### src/rtl/wled_pkg.sv
// Shared types and helpers for the LED frame scheduler: FSM states, index width,
// GRB field offsets and the channel-word builder.
package wled_pkg;

    typedef enum logic [1:0] {
        ST_IDLE  = 2'd0,
        ST_LOAD  = 2'd1,
        ST_WRITE = 2'd2,
        ST_HOLD  = 2'd3
    } wled_state_e;

    localparam int LED_NUM_W = 8;

    localparam int G_LSB = 16;
    localparam int R_LSB = 8;
    localparam int B_LSB = 0;

    // Each set colour bit drives its channel to 'level', clear bits give 0.
    function automatic logic [23:0] grb_word(input logic       g,
                                             input logic       r,
                                             input logic       b,
                                             input logic [7:0] level);
        logic [23:0] w;
        w = '0;
        w[G_LSB +: 8] = g ? level : 8'h00;
        w[R_LSB +: 8] = r ? level : 8'h00;
        w[B_LSB +: 8] = b ? level : 8'h00;
        return w;
    endfunction

endpackage

### src/rtl/wled_refresh_timer.sv
// Periodic refresh timer: raises expire_o for one cycle every REFRESH_MS*CLK_MHZ*1000
// cycles; reload_i restarts the period. REFRESH_MS=0 keeps the timer silent.
module wled_refresh_timer
    import wled_pkg::*;
#(
    parameter int CLK_MHZ    = 27,
    parameter int REFRESH_MS = 50
) (
    input  logic clk,
    input  logic rst_n,
    input  logic reload_i,
    output logic expire_o
);

    localparam logic [31:0] PERIOD    = 32'(REFRESH_MS * CLK_MHZ * 1000);
    localparam logic        TIMER_OFF = (REFRESH_MS == 0);

    logic [31:0] cnt_q;
    logic [31:0] cnt_d;
    logic        at_end;

    assign at_end   = (cnt_q == PERIOD - 32'd1);
    assign expire_o = at_end && !TIMER_OFF;

    always_comb begin
        cnt_d = cnt_q + 32'd1;
        if (reload_i || at_end || TIMER_OFF) begin
            cnt_d = '0;
        end
    end

    always_ff @(posedge clk or negedge rst_n) begin
        if (!rst_n) begin
            cnt_q <= '0;
        end else begin
            cnt_q <= cnt_d;
        end
    end

endmodule

### src/rtl/wled_scheduler.sv
// Change-driven frame scheduler feeding a ws2812 driver one LED word per 3 cycles.
// Optional build macro WLED_BRIGHT_EN adds an 8-bit brightness input that scales LEVEL.
module wled_scheduler
    import wled_pkg::*;
#(
    parameter int CLK_MHZ    = 27,
    parameter int NUM_LEDS   = 1,
    parameter int LEVEL      = 255,
    parameter int REFRESH_MS = 50
) (
    input  logic                clk,
    input  logic                rst_n,
    input  logic                enable,
    input  logic [NUM_LEDS-1:0] green,
    input  logic [NUM_LEDS-1:0] red,
    input  logic [NUM_LEDS-1:0] blue,
`ifdef WLED_BRIGHT_EN
    input  logic [7:0]          brightness,
`endif
    output logic [23:0]         rgb_data,
    output logic [7:0]          led_num,
    output logic                write,
    output logic                busy,
    output logic                frame_done
);

`ifdef WLED_BRIGHT_EN
    localparam int SNAP_W = 3 * NUM_LEDS + 8;
`else
    localparam int SNAP_W = 3 * NUM_LEDS;
`endif

    localparam logic [LED_NUM_W-1:0] LAST_LED = LED_NUM_W'(NUM_LEDS - 1);
    localparam logic [7:0]           LEVEL_B  = 8'(LEVEL);

    wled_state_e          state_q, state_d;
    logic [LED_NUM_W-1:0] led_q, led_d;
    logic [SNAP_W-1:0]    commit_q, commit_d;
    logic [SNAP_W-1:0]    buf_q, buf_d;
    logic                 force_q, force_d;
    logic                 done_q, done_d;
    logic                 start;
    logic                 expire;
    logic [SNAP_W-1:0]    snap;
    logic                 g_bit, r_bit, b_bit;
    logic [7:0]           on_level;

    // Buffer layout, LSB first: blue, red, green, then brightness when present.
`ifdef WLED_BRIGHT_EN
    assign snap     = {brightness, green, red, blue};
    assign on_level = 8'(({8'h00, LEVEL_B} * {8'h00, buf_q[3*NUM_LEDS +: 8]}) >> 8);
`else
    assign snap     = {green, red, blue};
    assign on_level = LEVEL_B;
`endif

    wled_refresh_timer #(
        .CLK_MHZ   (CLK_MHZ),
        .REFRESH_MS(REFRESH_MS)
    ) u_timer (
        .clk     (clk),
        .rst_n   (rst_n),
        .reload_i(start),
        .expire_o(expire)
    );

    always_comb begin
        g_bit = 1'b0;
        r_bit = 1'b0;
        b_bit = 1'b0;
        for (int i = 0; i < NUM_LEDS; i++) begin
            if (led_q == LED_NUM_W'(i)) begin
                b_bit = buf_q[i];
                r_bit = buf_q[NUM_LEDS + i];
                g_bit = buf_q[2*NUM_LEDS + i];
            end
        end
    end

    always_comb begin
        state_d  = state_q;
        led_d    = led_q;
        commit_d = commit_q;
        buf_d    = buf_q;
        force_d  = force_q | expire;
        done_d   = 1'b0;
        start    = 1'b0;
        unique case (state_q)
            ST_IDLE: begin
                // A frame start absorbs a same-cycle timer expiry.
                if (enable && ((snap != commit_q) || force_q)) begin
                    start    = 1'b1;
                    buf_d    = snap;
                    commit_d = snap;
                    force_d  = 1'b0;
                    led_d    = '0;
                    state_d  = ST_LOAD;
                end
            end
            ST_LOAD: begin
                state_d = ST_WRITE;
            end
            ST_WRITE: begin
                state_d = ST_HOLD;
            end
            ST_HOLD: begin
                if (led_q == LAST_LED) begin
                    done_d  = 1'b1;
                    state_d = ST_IDLE;
                end else begin
                    led_d   = led_q + LED_NUM_W'(1);
                    state_d = ST_LOAD;
                end
            end
            default: begin
                state_d = ST_IDLE;
            end
        endcase
    end

    always_ff @(posedge clk or negedge rst_n) begin
        if (!rst_n) begin
            state_q  <= ST_IDLE;
            led_q    <= '0;
            commit_q <= '0;
            buf_q    <= '0;
            force_q  <= 1'b1;
            done_q   <= 1'b0;
        end else begin
            state_q  <= state_d;
            led_q    <= led_d;
            commit_q <= commit_d;
            buf_q    <= buf_d;
            force_q  <= force_d;
            done_q   <= done_d;
        end
    end

    assign busy       = (state_q != ST_IDLE);
    assign write      = (state_q == ST_WRITE);
    assign frame_done = done_q;
    assign led_num    = led_q;
    assign rgb_data   = busy ? grb_word(g_bit, r_bit, b_bit, on_level) : 24'h000000;

endmodule
### config.mk
export PLATFORM = sky130hd
export DESIGN_NAME = wled_scheduler
export DESIGN_NICKNAME = d
export VERILOG_FILES = /design/src/rtl/wled_pkg.sv /design/src/rtl/wled_refresh_timer.sv /design/src/rtl/wled_scheduler.sv
export SDC_FILE = /design/constraint.sdc
export NUM_CORES = 1
export LEC_CHECK = 0
export CAP_MARGIN = 15
export CORE_ASPECT_RATIO = 1.4
export CORE_UTILIZATION = 30
export CTS_CLUSTER_SIZE = 40
export DETAILED_ROUTE_END_ITERATION = 7
export PLACE_DENSITY = 0.59
export SLEW_MARGIN = 20
export SYNTH_ARGS = -nofsm -noshare
export SYNTH_HDL_FRONTEND = slang
export SYNTH_SLANG_ARGS = --single-unit
### constraint.sdc
create_clock -name clk -period 4.73 [get_ports clk]
set_clock_uncertainty 0.1 [all_clocks]
set_input_delay 0.7095 -clock clk [delete_from_list [all_inputs] [get_ports clk]]
set_output_delay 0.7095 -clock clk [all_outputs]
set_load 0.01 [all_outputs]
# Word-level counts from Yosys, hierarchy flattened
# Index checks and enable logic that the tools add are counted.
# word_totals
ff_bits	47
in_bits	6
out_inout_bits	35
wordCells	45
# classes
n_addsub	2
n_eq_ne	7
n_mux	20
bitwise	1
n_reduce_logical	9
# ops
cell	count
2-to-1 mux 8 bit	5
adder 32 x 1 -> 32 bit, second input constant	1
equality test 32 x 21 -> 1 bit, second input constant	1
2-to-1 mux 32 bit	1
2-to-1 mux 24 bit	1
case mux 8 bit (2 select lines)	1
2-to-1 mux 1 bit	10
adder 8 x 1 -> 8 bit, second input constant	1
zero test 8 bit	1
case mux 2 bit (4 select lines)	1
equality test 2 bit, second input constant	2
inequality test 2 bit, second input constant	2
nonzero test 2 bit	2
inequality test 3 bit	1
AND reduction 3 bit	1
equality test 2 x 1 -> 1 bit, second input constant	1
zero test 2 bit	1
logical OR 1 bit	2
2-to-1 mux 2 bit	1
AND reduction 2 bit	1
logical AND 1 bit	1
OR 1 bit	1

# Logic depth before layout (Yosys ltp)
# Gate-level depths: netlist of run 1.
# depth
word_depth	7
mapped_depth	7
ltp_nobuf	6

# Modules after synthesis
# Synthesis of run 1 repeated with hierarchy kept, for this count alone.
# unflattened
hier_cells	289
hier_area_um2	2807.7
# by_module_without_submodules
mod	instances	cells_per_inst	area_per_inst_um2	seq_area_each_um2
wled_refresh_timer	1	175	1701.6	800.8
wled_scheduler	1	114	1106.1	376.6

# Worst setup path after synthesis of run 1
# Ideal clock, no wire load.
# synth_path
path_kind	reg2out
start	register led_q[0] (netlist: led_num[0])
end	output rgb_data[10]
arrival_ps	1651
required_time_ps	3921
path_slack_ps	2270
stages_incl_launch_ff	8
n_path_buf	1
cell_sequence	dfrtp_1 > inv_1 > ha_1 > nor4b_1 > nand2_1 > nor2_1 > and2_1 > buf_4
# synth_via
elab_chain_cells	4
# synth_lines
element	line_no	text
from (decl)	wled_scheduler.sv:37	logic [LED_NUM_W-1:0] led_q, led_d;
from (signal assigned)	wled_scheduler.sv:131	led_q <= led_d;
zero test 8 bit	wled_scheduler.sv:72	if (led_q == LED_NUM_W'(i)) begin
2-to-1 mux 1 bit	wled_scheduler.sv:72	
2-to-1 mux 8 bit	wled_pkg.sv:26	w[R_LSB +: 8] = r ? level : 8'h00;
2-to-1 mux 24 bit	wled_scheduler.sv:143	assign rgb_data = busy ? grb_word(g_bit, r_bit, b_bit, on_level) : 24'h000000;
to (decl)	wled_scheduler.sv:20	output logic [23:0] rgb_data,
# No other way between the ends.

# Worst setup path in the final report of run 1
# layout_path
start	register led_q[0] (netlist: led_num[0])
end	output rgb_data[8]
# Same word-level chain as after synthesis.

==> results of run 1 <==
[cells in the mapped netlist, drive strengths merged, types with 4 or more instances]
cell	instances
and2	6
ha	7
a21oi	17
inv	10
dfrtp	46
mux2	4
and4	4
nor4b	5
o31ai	12
and3	7
nor2	22
o21ai	10
nand2	10
xor2	8
or4	14
a211o	6
nand4	10
or3	7
buf	25
nor3	5
clkbuf	8
nand3	14
nor4	8
xnor2	8
[area by class of cell]
class                           count  share of cell area (%)
Clock buffer                        6                   4.222
Tap cell                          107                   4.070
Multi-Input combinational cell    197                   40.89
Clock inverter                      2                   1.065
Sequential cell                    47                   35.79
Timing Repair Buffer               43                   12.70
Inverter                           11                   1.255
[sequential cells by signal, indices dropped and copies added, names as in the netlist]
signal / count
buf_q: 3
led_num: 8
u_timer.cnt_q: 32
state_q: 2
force_q: 1
frame_done: 1
[path summary, 6_finish.rpt]
path,start,to,slack (ps)
worst max register to register,u_timer.cnt_q[0],u_timer.cnt_q[22],2240
worst min register to register,u_timer.cnt_q[0],u_timer.cnt_q[0],390
worst min-delay path,u_timer.cnt_q[0],u_timer.cnt_q[0],390
max in group asynchronous,rst_n,u_timer.cnt_q[2],3700
worst max-delay path,led_num[0],rgb_data[8],1380
min in group asynchronous,rst_n,led_num[5],410
[per-stage QoR]
step                std cells  area (um^2)  power [mW]  hold WS (ps)
floorplan                 289         2778       1.046         313.9
global placement          405         3104       1.260         370.8
detailed placement        405         3104       1.268         381.6
CTS                       413         3278       1.686         390.7
global route              413         3289       1.784         423.1
finish                    413         3289       1.677         387.4
[worst reg2reg max path, cell delays in order, from the launching register on]
cell and delay (ps):
dfrtp_1 380, ha_1 210, nand3_1 130, or4_1 830, or4_1 600, a21oi_1 150
[power breakdown]
part	internal (mW)	switching, mW	leakage, nW
logic	0.390	0.365	0.632
registers	0.455	0.0564	0.634
clock network	0.263	0.149	0.0868
[layer usage]
metal | vias to the layer above | track usage, % | wire length (um)
met1 | 1074 | 13.81 | 2491
met4 | 0 | 4.598 | 94
met2 | 34 | 23.17 | 3016
met5 | - | 0 | 0
met3 | 8 | 2.422 | 140
li1 | 1079 | - | -
[logic make-up after synthesis]
family	count (synthesis)	synth area share (%)
AOI/OAI and AO/OA	50	11.76
muxes	4	1.622
and+or+nand+nor	120	26.04
DFF	47	42.39
adders and majority gates	7	3.153
buffers and inverters	45	10.00
xor gates and xnor gates	16	5.045
==> metrics, run 1 <==
Synth Warn # 0; Worst-path clk slew about 60 ps; row count 41; Die ar. between 9000 and 10000 um^2; # IOs 41; Worst Reg2Reg Path Length in Cells 5; Synth Flop Type dfrtp_1; Final nets about 320; final hold violation count 0; initial antenna violation count 0; n_diodes 0; height of the chip 115.9 um; Crit path buffers/inverters 2; largest net degree at the start of global routing 48; clock tree buffer depth 2; PortBufs 40; Hold WC Path Type flop to flop; antenna-violating nets left 0; measured slew at the worst slew-check pin around 710 ps; Peak supply drop 350.9 uV; kind of critical path flop to primary output; Pre-antenna DRT Iters 4; clock sinks 47; pre-CTS setup slack roughly 1700 ps; Setup violations, final 0; Yosys cell types 46; All-Layer GR Usage approximately an eighth; DP HPWL 3895 um; Final GP Congestion 0.7466; Die Span X 83.33 um; CP max stage delay 590 ps; fin crit share between 70% and 80%; Avg Inst Size Synth 9.611 um^2; vias in the first global route 2111; area grow syn2layout 18.42%; initial DRC count 66; arrival time at the worst endpoint 2540 ps; FF+latch area between 1000 and 1500 um^2; CTS Buf Count 5; critical-path cell list inv_1 > ha_1 > nor4b_1 > nand2_1 > nor2_1 > and2_1 > clkdlybuf4s50_1; Post-CTS Resized 0; synth top area cells dfrtp_1 41%, buf_4 5.9%, or4_1 3.5%; fin util around 37%; Slew HR 52.70%; CTS tree yes; H-tree depth 2; outcome completed; multi-input logic area 1345 um^2; first-pass GRT wire length between 9000 and 10000 um; Mapped Area 2778 um^2; WP data required 3920 ps; slowest CP cell clkdlybuf4s50_1; CTS Hold Buffers Added 0; gate count of the mapped netlist between 200 and 300; LEAKAGE ~1.4 nW; hold path cells 1; fillers 900; Critical Path End Type primary output; Post-synth ARST share 100.0%; Via density between 5 and 6; Post-Syn Nets 302; fin crit period ~3300 ps; critical path fanouts, max 8; Top Family by Delay on Critical Path simple AND/OR/NAND/NOR gates; DRC errors left 0; max-slew violations 0; most frequent cells in the layout 46 x dfrtp_1, 39 x clkdlybuf4s50_1, 22 x nor2_1, 17 x a21oi_1; power density over the cells approximately 500 nW/um^2; Clock Latency Late Sink 280 ps; Placeable Area approximately 9000 um^2; critical path depth in cells 7; Yosys top cell area share between 40% and 50%; gr ovfl total 0; DR WL/cell 13.91 um; register bit total from synthesis 47; Post-synth EDFFs 0; Root Driver clkbuf_16; routed via count approximately 2200; unrepaired setup endpoints after global routing false; Final TNS setup 0 ps; WL final around 5700 um; Seq/Total Area, Yosys a little over two fifths; area leader, netlist dfrtp_1; commonest non-fill, non-tap cell in the layout dfrtp_1; setup bufs post-CTS 0; max cap viols 0; FMAX 298.9 MHz; Starting Density 30.94%; CP startpoint kind flop; worst setup margin ~1400 ps; layout cells sized above 1 just over 9%
Note: power is estimated with default switching activity, not from simulation.
==> run 2, diff against run 1 <==
- clock period: 4.73 -> 3.4 ns (I/O delays scaled with it)
==> run 2 against run 1 <==
Against the previous run:
- count of clock-buffer cells in the layout grew 2
- clock power grew 27%
- register-to-register slack lost 1300 ps
- total power grew 36%
- combinational power grew 39%
- die area is the same
- via count grew 0.91%
- non-clock buffer count grew 1
- routed wire length grew 1.0%
- sequential share of layout area grew 0.23 points
- critical endpoint is now rgb_data[11]
- largest cell class unchanged
- highest routed layer unchanged
==> metrics, run 2 (synthesized netlist as in run 1, its figures left out) <==
CP startpoint kind flop (unchanged); measured slew at the worst slew-check pin 723.0 ps (was 707.1 ps); CTS Hold Buffers Added 0 (unchanged); unrepaired setup endpoints after global routing false (unchanged); Setup violations, final 0 (unchanged); WP data required 2790 ps (was 3920 ps); Final nets 319 (was 318); Die Span X 83.33 um (unchanged); vias in the first global route 2069 (was 2111); most frequent cells in the layout 46 x dfrtp_1, 39 x clkdlybuf4s50_1, 22 x nor2_1, 17 x a21oi_1 (unchanged); Root Driver clkbuf_16 (unchanged); All-Layer GR Usage 12.36% (was 12.34%); WHS 136.0 ps (was 387.4 ps); n_diodes 0 (unchanged); Met2 Wirelength 3106 um (was 3016 um); arrival time at the worst endpoint 2460 ps (was 2540 ps); Final GP Congestion 0.7731 (was 0.7466); LEAKAGE 1.339 nW (was 1.352 nW); Layout Cells excl Fill 414 (was 413); # IOs 41 (unchanged); largest net degree at the start of global routing 28 (was 48); clock tree buffer depth 2 (unchanged); clock sinks 47 (unchanged); routed via count 2215 (was 2195); Most flops, register u_timer.cnt_q (unchanged); Pre-antenna DRT Iters 4 (unchanged); outcome completed (unchanged); row count 41 (unchanged); max reg flops 32 (unchanged); Die ar. 9653 um^2 (unchanged); Final TNS setup 0 ps (unchanged); CTS tree yes (unchanged); Worst-path clk slew 60 ps (about the same); final hold violation count 0 (unchanged); Post-CTS Resized 0 (unchanged); CTS Buf Count 5 (unchanged); multi-input logic area 1334 um^2 (was 1345 um^2); H-tree depth 2 (unchanged); DR WL/cell 14.01 um (was 13.91 um); WL final 5802 um (was 5743 um); max layer used met4 (unchanged); power density over the cells 697.7 nW/um^2 (was 510.0 nW/um^2); antenna-violating nets left 0 (unchanged); layout cells sized above 1 9.121% (was 9.150%); first-pass GRT wire length 9735 um (was 9715 um); Met1 Routed Length 2416 um (was 2491 um); FMAX between 300 and 400 MHz; kind of critical path flop to primary output (unchanged); fillers 913 (was 900); initial DRC count 118 (was 66); setup bufs post-CTS 0 (unchanged); DRC errors left 0 (unchanged); max cap viols 0 (unchanged); commonest non-fill, non-tap cell in the layout dfrtp_1 (unchanged); gr ovfl total 0 (unchanged); fin crit share approximately nine tenths; PortBufs 40 (unchanged); max-slew violations 0 (unchanged); FF+latch area 1177 um^2 (unchanged); Slew HR 51.67% (was 52.70%); initial antenna violation count 0 (unchanged); Critical Path End Type primary output (unchanged); Via density 5.350 (was 5.315); critical path fanouts, max 8 (unchanged); Peak supply drop 509.4 uV (was 350.9 uV); Clock Latency Late Sink 290 ps (was 280 ps); Placeable Area 8977 um^2 (unchanged); height of the chip 115.9 um (unchanged); placed cell count 406 (was 405); DP HPWL 4057 um (was 3895 um); Hold WC Path Type input pin to async pin (was flop to flop); area grow syn2layout 17.66% (was 18.42%); Starting Density 30.94% (unchanged); routed wl met3 166 um (was 140 um); fin crit period just over 3000 ps
run 2: path summary, 6_finish.rpt:
path / start / to / slack, ps / cells past startpoint
setup / recovery: led_num[1] / rgb_data[11] / 330 / 7
hold / removal: rst_n / led_num[5] / 140 / 1
setup reg to reg: u_timer.cnt_q[0] / u_timer.cnt_q[30] / 920 / 5
hold reg to reg: u_timer.cnt_q[0] / u_timer.cnt_q[0] / 390 / 1
max in group asynchronous: rst_n / force_q / 2290 / 2
min in group clk: u_timer.cnt_q[0] / u_timer.cnt_q[0] / 390 / 1
run 2: power breakdown:
group          leakage [nW]  switching [mW]  internal, mW
Combinational         0.628           0.501         0.544
Clock                0.0772           0.209         0.314
Sequential            0.634          0.0792         0.633
Total                  1.34           0.790          1.49
run 2: layer usage:
metal	track usage, %	vias to the layer above
li1	-	1081
met1	13.79	1082
met2	23.33	41
met3	2.066	11
met4	5.057	0
met5	0	-
run 2: worst max-delay path, stage by stage (launching register included):
cell,delay [ps]
dfrtp_1,440
inv_1,110
ha_1,140
nor4b_1,210
nand2_1,220
nor2_1,200
and2_1,280
clkdlybuf4s50_1,590
run 2: area by class of cell:
class	instances	area share, %
clock buffers	8	4.786
inverters	11	1.263
multi-input cells	197	40.81
flip-flops and latches	47	36.03
well taps	107	4.096
repair buffers	44	13.02
run 2: stage by stage:
step	utilization [%]	setup WS, ps	cell area (um^2)	power [mW]
final	36.40	332.8	3268	2.280
after global placement	34.66	662.2	3112	1.765
after floorplan	-	1139	2778	1.455
after global routing	36.40	117.3	3268	2.431
after detailed placement	34.66	603.9	3112	1.785
after CTS	36.40	297.5	3268	2.315
==> run 3, diff against run 2 <==
- TNS_END_PERCENT: default -> 100
==> results of run 3 <==
Same layout as run 2: the final DEF is identical, and so are final timing and power.
